[src/rtl/lcd_bus_monitor_pkg.sv]
// Shared definitions for the character-LCD bus monitor.
// Holds the receive FSM state type, the HD44780 command encodings the monitor
// decodes, and the init nibbles that lcd_ctrl also drives.
package lcd_pkg;

    typedef enum logic [1:0] {
        S_INIT,
        S_HI,
        S_LO
    } lcd_state_t;

    localparam logic [7:0] CMD_CLEAR      = 8'h01;
    localparam logic [7:0] CMD_HOME       = 8'h02;
    localparam int unsigned CMD_DDADDR_BIT = 7;
    localparam logic [6:0] DDRAM_WRAP     = 7'h7F;

    localparam logic [3:0] NIB_8BIT = 4'h3;
    localparam logic [3:0] NIB_4BIT = 4'h2;

    // Return-home ignores bit 0, so both 0x02 and 0x03 qualify.
    function automatic logic is_home(input logic [7:0] b);
        return b[7:1] == CMD_HOME[7:1];
    endfunction

endpackage

[src/rtl/lcd_bus_monitor_if.sv]
// Pin-level 4-bit character-LCD write bus (SF_D[11:8], LCD_E, LCD_RS, LCD_RW).
// master: the controller driving the pins.  slave: a receiver such as the monitor.
interface lcd_bus_if;

    logic [3:0] lcd_d;
    logic       lcd_e;
    logic       lcd_rs;
    logic       lcd_rw;

    modport master (
        output lcd_d,
        output lcd_e,
        output lcd_rs,
        output lcd_rw
    );

    modport slave (
        input lcd_d,
        input lcd_e,
        input lcd_rs,
        input lcd_rw
    );

endinterface

[src/rtl/lcd_bus_monitor_pin_sync.sv]
// Pin front end for the LCD bus monitor.
// Synchronizes the asynchronous LCD pins, detects falling edges of E, and
// measures the E high time.
// Ports:
//   clk, reset      system clock, asynchronous active-low reset
//   lcd_d/e/rs/rw   raw LCD pins
//   fall_ok         registered pulse: E fell after at least MIN_E_CYCLES high
//   fall_short      registered pulse: E fell after a too-short high time
//   nib, rs, rw     pin values from the last synchronized E-high cycle,
//                   valid alongside fall_ok / fall_short
module lcd_pin_sync #(
    parameter int unsigned MIN_E_CYCLES = 12
) (
    input  logic       clk,
    input  logic       reset,
    input  logic [3:0] lcd_d,
    input  logic       lcd_e,
    input  logic       lcd_rs,
    input  logic       lcd_rw,
    output logic       fall_ok,
    output logic       fall_short,
    output logic [3:0] nib,
    output logic       rs,
    output logic       rw
);

    localparam int unsigned CW = $clog2(MIN_E_CYCLES + 1);
    localparam logic [CW-1:0] CNT_MIN = CW'(MIN_E_CYCLES);

    logic [3:0]    d_s1, d_s2;
    logic          e_s1, e_s2;
    logic          rs_s1, rs_s2;
    logic          rw_s1, rw_s2;
    logic          e_prev;
    logic [3:0]    nib_hold;
    logic          rs_hold;
    logic          rw_hold;
    logic [CW-1:0] e_cnt;
    logic          fall;

    assign fall = e_prev & ~e_s2;

    always_ff @(posedge clk or negedge reset) begin
        if (!reset) begin
            d_s1       <= '0;
            d_s2       <= '0;
            e_s1       <= 1'b0;
            e_s2       <= 1'b0;
            rs_s1      <= 1'b0;
            rs_s2      <= 1'b0;
            rw_s1      <= 1'b0;
            rw_s2      <= 1'b0;
            e_prev     <= 1'b0;
            nib_hold   <= '0;
            rs_hold    <= 1'b0;
            rw_hold    <= 1'b0;
            e_cnt      <= '0;
            fall_ok    <= 1'b0;
            fall_short <= 1'b0;
            nib        <= '0;
            rs         <= 1'b0;
            rw         <= 1'b0;
        end else begin
            d_s1   <= lcd_d;
            d_s2   <= d_s1;
            e_s1   <= lcd_e;
            e_s2   <= e_s1;
            rs_s1  <= lcd_rs;
            rs_s2  <= rs_s1;
            rw_s1  <= lcd_rw;
            rw_s2  <= rw_s1;
            e_prev <= e_s2;

            // Keep the pin values of the most recent E-high cycle so they are
            // still available once the falling edge has been seen.
            if (e_s2) begin
                nib_hold <= d_s2;
                rs_hold  <= rs_s2;
                rw_hold  <= rw_s2;
            end

            // Saturating E-high counter; on the falling-edge cycle it holds
            // the full high time.
            if (!e_s2) begin
                e_cnt <= '0;
            end else if (e_cnt < CNT_MIN) begin
                e_cnt <= e_cnt + 1'b1;
            end

            fall_ok    <= fall && (e_cnt >= CNT_MIN);
            fall_short <= fall && (e_cnt <  CNT_MIN);
            if (fall) begin
                nib <= nib_hold;
                rs  <= rs_hold;
                rw  <= rw_hold;
            end
        end
    end

endmodule

[src/rtl/lcd_bus_monitor.sv]
// Receiving-end monitor for the 4-bit character-LCD write interface.
// Rebuilds bytes from nibbles strobed on LCD_E falling edges, follows the
// 4-bit init sequence, tracks the DDRAM address counter, and reports
// character writes with their address.
// Ports:
//   clk, reset    system clock, asynchronous active-low reset
//   bus           LCD pins (slave modport)
//   mode_4bit     high once the 4-bit init nibble has been seen
//   byte_valid    pulse; byte_data/byte_rs hold the assembled byte
//   char_valid    pulse; char_data written at DDRAM address char_addr
//   clear_pulse   pulse on clear-display command
//   e_width_err   pulse on an E pulse shorter than MIN_E_CYCLES
//   frame_err     pulse when RS changed between the two nibbles of a byte
module lcd_bus_monitor
    import lcd_pkg::*;
#(
    parameter int unsigned MIN_E_CYCLES = 12
) (
    input  logic          clk,
    input  logic          reset,
    lcd_bus_if.slave      bus,
    output logic          mode_4bit,
    output logic          byte_valid,
    output logic [7:0]    byte_data,
    output logic          byte_rs,
    output logic          char_valid,
    output logic [7:0]    char_data,
    output logic [6:0]    char_addr,
    output logic          clear_pulse,
    output logic          e_width_err,
    output logic          frame_err
);

    logic       fall_ok, fall_short;
    logic [3:0] nib;
    logic       rs, rw;

    lcd_pin_sync #(
        .MIN_E_CYCLES(MIN_E_CYCLES)
    ) u_pin_sync (
        .clk        (clk),
        .reset      (reset),
        .lcd_d      (bus.lcd_d),
        .lcd_e      (bus.lcd_e),
        .lcd_rs     (bus.lcd_rs),
        .lcd_rw     (bus.lcd_rw),
        .fall_ok    (fall_ok),
        .fall_short (fall_short),
        .nib        (nib),
        .rs         (rs),
        .rw         (rw)
    );

    lcd_state_t state, state_nxt;

    logic [6:0] addr, addr_nxt;
    logic [3:0] hi_nib, hi_nib_nxt;
    logic       hi_rs, hi_rs_nxt;
    logic       mode_nxt;
    logic       byte_valid_nxt;
    logic [7:0] byte_data_nxt;
    logic       byte_rs_nxt;
    logic       char_valid_nxt;
    logic [7:0] char_data_nxt;
    logic [6:0] char_addr_nxt;
    logic       clear_nxt;
    logic       werr_nxt;
    logic       ferr_nxt;
    logic [7:0] asm_byte;

    assign asm_byte = {hi_nib, nib};

    always_ff @(posedge clk or negedge reset) begin
        if (!reset) begin
            state <= S_INIT;
        end else begin
            state <= state_nxt;
        end
    end

    always_comb begin
        state_nxt      = state;
        addr_nxt       = addr;
        hi_nib_nxt     = hi_nib;
        hi_rs_nxt      = hi_rs;
        mode_nxt       = mode_4bit;
        byte_valid_nxt = 1'b0;
        byte_data_nxt  = byte_data;
        byte_rs_nxt    = byte_rs;
        char_valid_nxt = 1'b0;
        char_data_nxt  = char_data;
        char_addr_nxt  = char_addr;
        clear_nxt      = 1'b0;
        werr_nxt       = fall_short;
        ferr_nxt       = 1'b0;

        // Read strobes and rejected short pulses never touch the FSM.
        if (fall_ok && !rw) begin
            unique case (state)
                S_INIT: begin
                    if (nib == NIB_4BIT) begin
                        mode_nxt  = 1'b1;
                        state_nxt = S_HI;
                    end
                end
                S_HI: begin
                    hi_nib_nxt = nib;
                    hi_rs_nxt  = rs;
                    state_nxt  = S_LO;
                end
                S_LO: begin
                    if (rs != hi_rs) begin
                        // Resynchronize: this nibble becomes the new high half.
                        ferr_nxt   = 1'b1;
                        hi_nib_nxt = nib;
                        hi_rs_nxt  = rs;
                    end else begin
                        byte_valid_nxt = 1'b1;
                        byte_data_nxt  = asm_byte;
                        byte_rs_nxt    = rs;
                        state_nxt      = S_HI;
                        if (rs) begin
                            char_valid_nxt = 1'b1;
                            char_data_nxt  = asm_byte;
                            char_addr_nxt  = addr;
                            addr_nxt       = (addr == DDRAM_WRAP) ? '0 : addr + 7'd1;
                        end else if (asm_byte == CMD_CLEAR) begin
                            clear_nxt = 1'b1;
                            addr_nxt  = '0;
                        end else if (is_home(asm_byte)) begin
                            addr_nxt = '0;
                        end else if (asm_byte[CMD_DDADDR_BIT]) begin
                            addr_nxt = asm_byte[6:0];
                        end
                    end
                end
                default: state_nxt = S_INIT;
            endcase
        end
    end

    always_ff @(posedge clk or negedge reset) begin
        if (!reset) begin
            addr        <= '0;
            hi_nib      <= '0;
            hi_rs       <= 1'b0;
            mode_4bit   <= 1'b0;
            byte_valid  <= 1'b0;
            byte_data   <= '0;
            byte_rs     <= 1'b0;
            char_valid  <= 1'b0;
            char_data   <= '0;
            char_addr   <= '0;
            clear_pulse <= 1'b0;
            e_width_err <= 1'b0;
            frame_err   <= 1'b0;
        end else begin
            addr        <= addr_nxt;
            hi_nib      <= hi_nib_nxt;
            hi_rs       <= hi_rs_nxt;
            mode_4bit   <= mode_nxt;
            byte_valid  <= byte_valid_nxt;
            byte_data   <= byte_data_nxt;
            byte_rs     <= byte_rs_nxt;
            char_valid  <= char_valid_nxt;
            char_data   <= char_data_nxt;
            char_addr   <= char_addr_nxt;
            clear_pulse <= clear_nxt;
            e_width_err <= werr_nxt;
            frame_err   <= ferr_nxt;
        end
    end

endmodule

[src/flat_wrapper.sv]
// flat-port wrapper written by rule: the top's interface ports become plain ports
module lcd_bus_monitor_flat import lcd_pkg::*;
#(
    parameter int unsigned MIN_E_CYCLES = 12
)
  (clk, reset, mode_4bit, byte_valid, byte_data, byte_rs, char_valid, char_data, char_addr, clear_pulse, e_width_err, frame_err, bus_lcd_d, bus_lcd_e, bus_lcd_rs, bus_lcd_rw);
  lcd_bus_if bus_i ();
  input  logic clk;
  input  logic reset;
  output logic mode_4bit;
  output logic byte_valid;
  output logic [7:0] byte_data;
  output logic byte_rs;
  output logic char_valid;
  output logic [7:0] char_data;
  output logic [6:0] char_addr;
  output logic clear_pulse;
  output logic e_width_err;
  output logic frame_err;
  input wire logic [$bits(bus_i.lcd_d)-1:0] bus_lcd_d;
  input wire logic [$bits(bus_i.lcd_e)-1:0] bus_lcd_e;
  input wire logic [$bits(bus_i.lcd_rs)-1:0] bus_lcd_rs;
  input wire logic [$bits(bus_i.lcd_rw)-1:0] bus_lcd_rw;
  assign bus_i.lcd_d = bus_lcd_d;
  assign bus_i.lcd_e = bus_lcd_e;
  assign bus_i.lcd_rs = bus_lcd_rs;
  assign bus_i.lcd_rw = bus_lcd_rw;
  lcd_bus_monitor #(.MIN_E_CYCLES(MIN_E_CYCLES)) u_core (.clk(clk), .reset(reset), .bus(bus_i), .mode_4bit(mode_4bit), .byte_valid(byte_valid), .byte_data(byte_data), .byte_rs(byte_rs), .char_valid(char_valid), .char_data(char_data), .char_addr(char_addr), .clear_pulse(clear_pulse), .e_width_err(e_width_err), .frame_err(frame_err));
endmodule
[config.mk]
export PLATFORM = sky130hd
export DESIGN_NAME = lcd_bus_monitor_flat
export DESIGN_NICKNAME = d
export VERILOG_FILES = /design/src/rtl/lcd_bus_monitor_pkg.sv /design/src/rtl/lcd_bus_monitor_if.sv /design/src/rtl/lcd_bus_monitor_pin_sync.sv /design/src/rtl/lcd_bus_monitor.sv /design/src/flat_wrapper.sv
export SDC_FILE = /design/constraint.sdc
export NUM_CORES = 1
export LEC_CHECK = 0
export ABC_AREA = 1
export BUFFER_PORTS_ARGS = -buffer_cell sky130_fd_sc_hd__buf_2
export CORE_ASPECT_RATIO = 1.4
export CORE_MARGIN = 3
export CORE_UTILIZATION = 56
export DETAILED_ROUTE_END_ITERATION = 8
export PLACE_DENSITY = 0.9
export SLEW_MARGIN = 20
export SYNTH_ARGS = -nofsm -noshare
export SYNTH_HDL_FRONTEND = slang
export SYNTH_SLANG_ARGS = --single-unit
[constraint.sdc]
create_clock -name clk -period 1.7 [get_ports clk]
set_input_delay 0.17 -clock clk [delete_from_list [all_inputs] [get_ports clk]]
set_output_delay 0.17 -clock clk [all_outputs]
set_load 0.02 [all_outputs]
==> impl_metrics.json, run 1 <==
{
  "status": "finished, final reports clean",
  "rsz0062_at_grt": "false",
  "startpoint_type": "flop",
  "final_antenna_net_count": 0,
  "ys.flop_type": "dfrtp_1",
  "maxSlewViolCount": 0,
  "overflow": 0,
  "synthesis.area_um2": 3040,
  "wl_per_cell_um": 13.5,
  "drc_errors": 0,
  "design.core.area_um2": 5200,
  "synth_top_area_cell": "dfrtp_1",
  "port_buffers": 38,
  "n_antenna_cell": 0,
  "ys_seq_area_frac": 0.634,
  "fin_nets": 369,
  "numCtsBuffers": 9,
  "cap_violations": 0,
  "dp.cells": 404,
  "cellPowerDensity_nw_per_um2": 986,
  "grt_max_degree": 37,
  "synthTopCellsByCount": "dfrtp_1, nand2_1, o21ai_0, nor2_1, inv_1",
  "cts.clk_slew.worst_paths_ns": 0.08,
  "clockBufferDepth": 2,
  "netlist_instances": 299,
  "vias": 2178,
  "syn-mean-instance-area_um2": 10.2,
  "final_cells": 427,
  "fp.dieH_um": 93.2,
  "finalCriticalPeriod_ns": 1.52,
  "synth.distinct_cells": 29,
  "required_ns": 1.99,
  "reg2reg_to": "u_core.addr[0]",
  "dr.first_iter.drc_count": 155,
  "max_freq_ghz": 0.658,
  "numClockSinks": 77,
  "synth_top_area_frac": 0.634,
  "postLayoutCellArea_um2": 3610,
  "multi_input_area_um2": 956,
  "yosysWarnings": 0,
  "synth_edf_count": 0,
  "finalSetupTns_ns": 0,
  "synth-seq-cells": 77,
  "r2r_slack_ns": 0.18,
  "end_kind": "flop",
  "dieWidth_um": 68.3,
  "fillCellCount": 398,
  "cts.htree.levels": 3,
  "area_growth_pct": 18.7,
  "post_route_cells_drive_above_1_share": 0.249,
  "timing.rr.start": "u_core.addr[1]",
  "arrival_ns": 1.81,
  "regArea_um2": 1930,
  "postSynth.asyncResetShare": 1.00,
  "drtPass1Iterations": 4,
  "cp_max_fo": 4,
  "skew_ns": 0.00677,
  "dp_hpwl_um": 4160,
  "hold_viol_final": 0,
  "antenna_found_initial": 0,
  "grt_usage": 0.212,
  "power_mw": 3.56,
  "initial_core_util": 0.585,
  "routed_wl_um": 5780,
  "vias_per_cell": 5.10,
  "placed_cell_area_um2": 3330,
  "num_rows": 31,
  "clkLatencyLatePin_ns": 0.35,
  "ir_worst_vdd_mv": 0.522,
  "relSlewSlack": 0.662,
  "synth_fp_nets": 311,
  "ctsResizeCount": 0,
  "holdCritPathClass": "input pin to asynchronous set/reset pin",
  "p_leak_nw": 1.88,
  "grt_pass1_vias": 2319,
  "path_class": "flop to flop",
  "cts_root_buf": "clkbuf_8",
  "period_share": 0.894,
  "worst_slew_pin_slew_ns": 0.508,
  "setup-violations-final": 0,
  "gp_congestion": 0.818,
  "io-pin-count": 39,
  "synth_most_common_cell": "dfrtp_1",
  "grt_first_pass_wirelength_um": 9850,
  "cts_tree": "done",
  "die_area_um2": 6360,
  "synth.area.top_cells": "dfrtp_1, nand2_1, o21ai_0, nor2_1, inv_1",
  "reg2reg_depth": 8
}
-- worst max path at each step --
stage,startpoint,end,slack [ns],cells past startpoint
3_5_place_dp,u_core.u_pin_sync.rw,u_core.char_addr[6],0.24,6
5_1_grt,u_core.addr[0],u_core.addr[6],0.02,8
6_report,u_core.addr[1],u_core.addr[0],0.18,8
3_3_place_gp,u_core.u_pin_sync.rs,u_core.addr[1],0.29,6
4_1_cts,u_core.addr[1],u_core.addr[6],0.20,8
2_1_floorplan,u_core.u_pin_sync.rs,u_core.addr[0],0.37,7
-- worst max-delay path, cell delays in order (launching register included) --
cell and delay (ns):
dfrtp_1 0.42, ha_1 0.22, nand3_1 0.16, nor2_1 0.06, a21oi_1 0.29, nand2_1 0.12
nand2_1 0.09, nand2_1 0.05, nand2_1 0.06
-- state kept, by name (all words and copies together) (netlist names), 4 cells and up --
signal and flops:
u_core.addr 7, u_core.u_pin_sync.nib 4, u_core.u_pin_sync.d_s2 4, u_core.hi_nib 4
u_core.char_data 8, u_core.u_pin_sync.nib_hold 4, u_core.u_pin_sync.e_cnt 4, u_core.byte_data 8
u_core.char_addr 7, u_core.u_pin_sync.d_s1 4
-- per-layer routing --
metal	part of all wire	vias to the layer above	global-route usage
met5	0	-	0
met4	0.033	0	0.124
met3	0.047	17	0.0697
met2	0.54	55	0.360
met1	0.38	1047	0.220
li1	-	1059	-
-- report_power, final --
part           switching, mW  internal, mW
Combinational          0.159        0.0806
Sequential            0.0364          1.89
Clock                  0.644         0.751
-- logic make-up (layout without fill, tap and decap cells) --
family | after synthesis | after routing | share of synthesized area
AOI/OAI and AO/OA | 53 | 53 | 0.102
xor gates and xnor gates | 3 | 3 | 0.00864
adders and majority gates | 3 | 3 | 0.0123
buffers and inverters | 35 | 97 | 0.0519
DFF | 77 | 77 | 0.634
muxes | 4 | 4 | 0.0148
and+or+nand+nor | 124 | 124 | 0.177
-- area by class of cell --
cell class / instances / share of cell area
clock inverters: 3 / 0.0125
clock buffers: 12 / 0.0430
well taps: 66 / 0.0229
inverters: 29 / 0.0302
flip-flops and latches: 77 / 0.534
multi-input cells: 187 / 0.265
repair buffers: 53 / 0.0929
-- layout by cell type, fill, tap and decap left out, types with 2 or more instances in the layout --
master | synthesis | final
nor2_1 | 27 | 27
clkbuf_8 | 1 | 11
nor2_4 | 2 | 2
nor2_2 | 3 | 3
clkinvlp_4 | 0 | 2
mux2_2 | 4 | 4
a21oi_1 | 5 | 5
buf_4 | 0 | 6
ha_1 | 3 | 3
dlygate4sd3_1 | 0 | 8
inv_2 | 5 | 5
o21ai_0 | 30 | 30
buf_2 | 1 | 38
nand2_2 | 4 | 4
nand3_1 | 8 | 8
o21ai_1 | 5 | 5
inv_1 | 24 | 24
nand2_1 | 76 | 76
dfrtp_1 | 77 | 77
a21oi_2 | 9 | 9
xnor2_1 | 2 | 2
-- per-stage QoR --
stage | hold WS, ns | worst slack [ns] | util
final | 0.315 | 0.181 | 0.695
after global routing | 0.359 | 0.0213 | 0.695
after CTS | 0.326 | 0.204 | 0.695
after floorplan | -0.126 | 0.367 | -
after global placement | 0.155 | 0.291 | 0.641
after detailed placement | 0.171 | 0.239 | 0.641
-- what timing repair did --
item	in CTS	in global routing
buffers inserted	0	0
hold endpoints to repair	26	0
hold buffers	8	0
Note: power is estimated with default switching activity, not from simulation.
==> run 2, diff against run 1 <==
CORE_MARGIN = unset   (was 3)
==> run 2 against run 1 <==
Against the previous run: final cell count is the same; global-route usage grew 1.5 points; critical path depth shrank 2; worst setup slack lost 0.035 ns; combinational power is essentially flat; clock power shrank 4%; core utilization is essentially flat; total power shrank 1.6%; register-to-register slack lost 0.04 ns; hold slack gained 0.029 ns; critical path type unchanged.
==> impl_metrics.json, run 2 (synthesis gave the netlist of run 1 again) <==
{
  "n_antenna_cell": 0,
  "max_freq_ghz": 0.643,
  "final_antenna_net_count": 0,
  "port_buffers": 38,
  "ctsResizeCount": 0,
  "dp_hpwl_um": 3900,
  "hold_viol_final": 0,
  "routed_wl_um": 5520,
  "initial_core_util": 0.585,
  "arrival_ns": 1.76,
  "numCtsBuffers": 9,
  "dp.cells": 403,
  "required_ns": 1.90,
  "drtPass1Iterations": 4,
  "relSlewSlack": 0.626,
  "period_share": 0.914,
  "end_kind": "flop",
  "ir_worst_vdd_mv": 0.796,
  "wl_per_cell_um": 12.9,
  "finalSetupTns_ns": 0,
  "cts_tree": "done",
  "biggestRegsByFlops": "u_core.byte_data: 8 flops, u_core.char_data: 8 flops",
  "maxSlewViolCount": 0,
  "path_class": "flop to flop",
  "grt_first_pass_wirelength_um": 9510,
  "drc_errors": 0,
  "final_cell_mix": "dfrtp_1, nand2_1, buf_2",
  "grt_pass1_vias": 2161,
  "fp.dieH_um": 89.2,
  "clkLatencyLatePin_ns": 0.35,
  "power_mw": 3.50,
  "clockBufferDepth": 2,
  "die_area_um2": 5730,
  "grt_max_degree": 37,
  "cts.htree.levels": 3,
  "rsz0062_at_grt": "false",
  "area_growth_pct": 18.6,
  "startpoint_type": "flop",
  "numClockSinks": 77,
  "worst_slew_pin_slew_ns": 0.561,
  "dp_slack_ns": 0.225,
  "setup-violations-final": 0,
  "vias": 2175,
  "gp_congestion": 0.851,
  "status": "finished, final reports clean",
  "grt_usage": 0.227,
  "cap_violations": 0,
  "fin_ws_ns": 0.145,
  "post_route_cells_drive_above_1_share": 0.247,
  "num_rows": 31,
  "design.core.area_um2": 5200,
  "antenna_found_initial": 0,
  "vias_per_cell": 5.09,
  "cp_max_fo": 16,
  "dr.first_iter.drc_count": 138,
  "p_leak_nw": 1.88,
  "regArea_um2": 1930,
  "dieWidth_um": 64.3,
  "skew_ns": 0.0121,
  "cts_root_buf": "clkbuf_8",
  "multi_input_area_um2": 956,
  "cellPowerDensity_nw_per_um2": 971,
  "final_cells": 427,
  "postLayoutCoreUtil": 0.694,
  "finalCriticalPeriod_ns": 1.55,
  "io-pin-count": 39,
  "fin_nets": 368,
  "final_common_cell": "dfrtp_1",
  "holdCritPathClass": "input pin to asynchronous set/reset pin",
  "overflow": 0,
  "cts.clk_slew.worst_paths_ns": 0.08,
  "fillCellCount": 388
}
## run 2: final cells by class
| type | instances | share of cell area |
|---|---|---|
| tap | 66 | 0.0229 |
| multi-input combinational | 187 | 0.265 |
| clock buffer | 12 | 0.0402 |
| sequential | 77 | 0.534 |
| clock inverter | 4 | 0.0132 |
| timing repair buffer | 52 | 0.0943 |
| inverter | 29 | 0.0302 |
## run 2: critical path, cell delays in order (launching register included)
cell	delay, ns
dfrtp_1	0.39
ha_1	0.31
inv_1	0.08
nand3_2	0.15
buf_4	0.24
nand2_1	0.10
o21ai_0	0.14
## run 2: metrics by stage
| stage | area (um2) | hold slack, ns |
|---|---|---|
| floorplan | 3040 | -0.126 |
| global placement | 3330 | 0.178 |
| detailed placement | 3330 | 0.184 |
| CTS | 3610 | 0.351 |
| global route | 3610 | 0.357 |
| finish | 3610 | 0.345 |
## run 2: timing repair
| item | 4_1_cts | 5_1_grt |
|---|---|---|
| hold buffers | 8 | 0 |
| buffers inserted | 0 | 0 |
| endpoints found under the hold margin | 28 | 0 |
## run 2: worst paths after layout
| kind | startpoint | end | slack, ns | cells past startpoint |
|---|---|---|---|---|
| setup reg to reg | u_core.hi_rs | u_core.byte_data[5] | 0.15 | 6 |
| setup / recovery | u_core.hi_rs | u_core.byte_data[5] | 0.15 | 6 |
| hold / removal | reset | u_core.char_data[5] | 0.34 | 2 |
| hold reg to reg | u_core.u_pin_sync.d_s1[0] | u_core.u_pin_sync.d_s2[0] | 0.35 | 0 |
| min in group clk | u_core.u_pin_sync.d_s1[0] | u_core.u_pin_sync.d_s2[0] | 0.35 | 0 |
| max in group asynchronous | reset | u_core.state[1] | 0.77 | 3 |
## run 2: metal layers
| layer | global-route usage | share of wire | vias up |
|---|---|---|---|
| li1 | - | - | 1060 |
| met1 | 0.243 | 0.40 | 1045 |
| met2 | 0.390 | 0.53 | 52 |
| met3 | 0.0625 | 0.033 | 18 |
| met4 | 0.154 | 0.032 | 0 |
| met5 | 0 | 0 | - |
## run 2: power by group
group	switching, mW	internal (mW)
logic	0.157	0.0820
registers	0.0355	1.89
clock network	0.623	0.714
total	0.815	2.69
==> run 3, diff against run 2 <==
BUFFER_PORTS_ARGS = unset   (was -buffer_cell sky130_fd_sc_hd__buf_2)
DONT_BUFFER_PORTS = 1   (was unset)
PLACE_DENSITY = 0.83   (was 0.9)
==> run 3 against run 2 <==
Against the previous run: die area did not move; combinational power is 24% lower; worst setup slack gained 0.053 ns; the flow now finishes with violations (hold timing); total power decreased by 2.1%.
==> impl_metrics.json, run 3 (synthesis gave the netlist of run 1 again) <==
{
  "io-pin-count": 39,
  "dp_hpwl_um": 3710,
  "setup-violations-final": 0,
  "holdWs_ns": -0.494,
  "power_frac_comb": 0.053,
  "wl_per_cell_um": 13.7,
  "numClockSinks": 77,
  "routed_wl_um": 5290,
  "grt_usage": 0.209,
  "biggestRegsByFlops": "u_core.byte_data: 8 flops, u_core.char_data: 8 flops",
  "required_ns": 1.98,
  "max_freq_ghz": 0.666,
  "holdCritPathClass": "input pin to asynchronous set/reset pin",
  "failed_checks": "hold timing",
  "cellPowerDensity_nw_per_um2": 1020,
  "p_leak_nw": 1.66,
  "reg2reg_depth": 8,
  "cts_setup_buffers": 0,
  "clkLatencyLatePin_ns": 0.35,
  "finalCriticalPeriod_ns": 1.50,
  "postLayoutCoreUtil": 0.648,
  "fin_nets": 327,
  "grt_pass1_vias": 2005,
  "cts_tree": "done",
  "wl_met1_um": 2090,
  "power_mw": 3.43,
  "sw_frac_of_total": 0.233,
  "port_buffers": 0,
  "drtPass1Iterations": 4,
  "clock_power_share": 0.385,
  "grt_first_pass_wirelength_um": 8850,
  "final_common_cell": "dfrtp_1",
  "final_cells": 386,
  "skew_ns": 0.0103,
  "final_antenna_net_count": 0,
  "cts.clk_slew.worst_paths_ns": 0.08,
  "maxSlewViolCount": 0,
  "n_antenna_cell": 0,
  "dp.cells": 363,
  "p_sw_mw": 0.799,
  "holdBufCountCts": 7,
  "grt_max_degree": 78,
  "startpoint_type": "flop",
  "cp_max_fo": 4,
  "dr.first_iter.drc_count": 193,
  "finalSetupTns_ns": 0,
  "period_share": 0.883,
  "timing.rr.start": "u_core.addr[0]",
  "cts_root_buf": "clkbuf_8",
  "path_class": "flop to flop",
  "post_route_cells_drive_above_1_share": 0.156,
  "ctsResizeCount": 0,
  "r2r_slack_ns": 0.20,
  "initial_core_util": 0.585,
  "cap_violations": 0,
  "final_cell_mix": "dfrtp_1, nand2_1, o21ai_0",
  "fp.dieH_um": 89.2,
  "die_area_um2": 5730,
  "overflow": 0,
  "status": "finished with violations",
  "vias_per_cell": 5.21,
  "cts.htree.levels": 3,
  "end_kind": "flop",
  "ir_worst_vdd_mv": 0.686,
  "maxUsedRoutingLayer": "met4",
  "reg2reg_to": "u_core.addr[0]",
  "numCtsBuffers": 9,
  "design.core.area_um2": 5200,
  "fillCellCount": 396,
  "worst_slew_pin_slew_ns": 0.389,
  "area_growth_pct": 10.7,
  "gp_congestion": 0.785,
  "internal_power_mw": 2.63,
  "antenna_found_initial": 0,
  "drc_errors": 0,
  "num_rows": 31,
  "dieWidth_um": 64.3,
  "met3_wirelength_um": 240,
  "hold_viol_final": 77,
  "clockBufferDepth": 2,
  "p_seq_frac": 0.562,
  "met2_length_um": 2880,
  "vias": 2012,
  "rsz0062_at_grt": "false",
  "arrival_ns": 1.78,
  "relSlewSlack": 0.740
}
-- run 3: cell types whose count changed in the layout (fill, tap and decap cells not counted), sizes merged --
cell / previous run / this run
dlygate4sd3: 8 / 7
clkbuf: 12 / 10
clkinv: 2 / 3
clkinvlp: 1 / 2
buf: 44 / 4
-- run 3: power groups by stage --
stage / clock [mW] / combinational (mW) / sequential, mW
3_5_place_dp: 0 / 0.170 / 1.96
2_1_floorplan: 0 / 0.123 / 1.96
4_1_cts: 1.34 / 0.183 / 1.93
5_1_grt: 1.43 / 0.208 / 1.93
3_3_place_gp: 0 / 0.163 / 1.96
6_report: 1.32 / 0.182 / 1.93
-- run 3: stage by stage --
stage	instance area (um2)	setup slack, ns	hold slack [ns]
after global placement	3100	0.284	-0.124
after CTS	3370	0.217	-0.499
after global routing	3370	0.0707	-0.507
after floorplan	3040	0.367	-0.126
final	3370	0.198	-0.494
after detailed placement	3100	0.241	-0.124
-- run 3: worst max path at each step --
stage | startpoint | to | slack, ns | cells after the start
6_report | u_core.addr[0] | u_core.addr[0] | 0.20 | 8
2_1_floorplan | u_core.u_pin_sync.rs | u_core.addr[0] | 0.37 | 7
4_1_cts | u_core.addr[0] | u_core.addr[0] | 0.22 | 8
3_3_place_gp | u_core.hi_rs | u_core.addr[0] | 0.28 | 7
5_1_grt | u_core.addr[0] | u_core.addr[0] | 0.07 | 8
3_5_place_dp | u_core.addr[0] | u_core.addr[0] | 0.24 | 8
-- run 3: area by class of cell --
| type | instances | area, um2 | share of cell area |
|---|---|---|---|
| timing repair buffer | 11 | 100 | 0.0297 |
| clock inverter | 6 | 63.8 | 0.0190 |
| tap | 66 | 82.6 | 0.0245 |
| inverter | 29 | 109 | 0.0323 |
| multi-input combinational | 187 | 956 | 0.284 |
| sequential | 77 | 1930 | 0.572 |
| clock buffer | 10 | 128 | 0.0379 |
-- run 3: metal layers --
metal / global-route usage / up-vias
li1: - / 979
met1: 0.218 / 966
met2: 0.384 / 54
met3: 0.0625 / 13
met4: 0.0990 / 0
met5: 0 / -
-- run 3: worst max-delay path, stage by stage, from the launching register on --
cell and delay (ns):
dfrtp_1 0.42, ha_1 0.24, nand3_1 0.16, nor2_1 0.06, a21oi_1 0.28, nand2_1 0.09, nand2_1 0.08, nand2_1 0.05
nand2_1 0.06
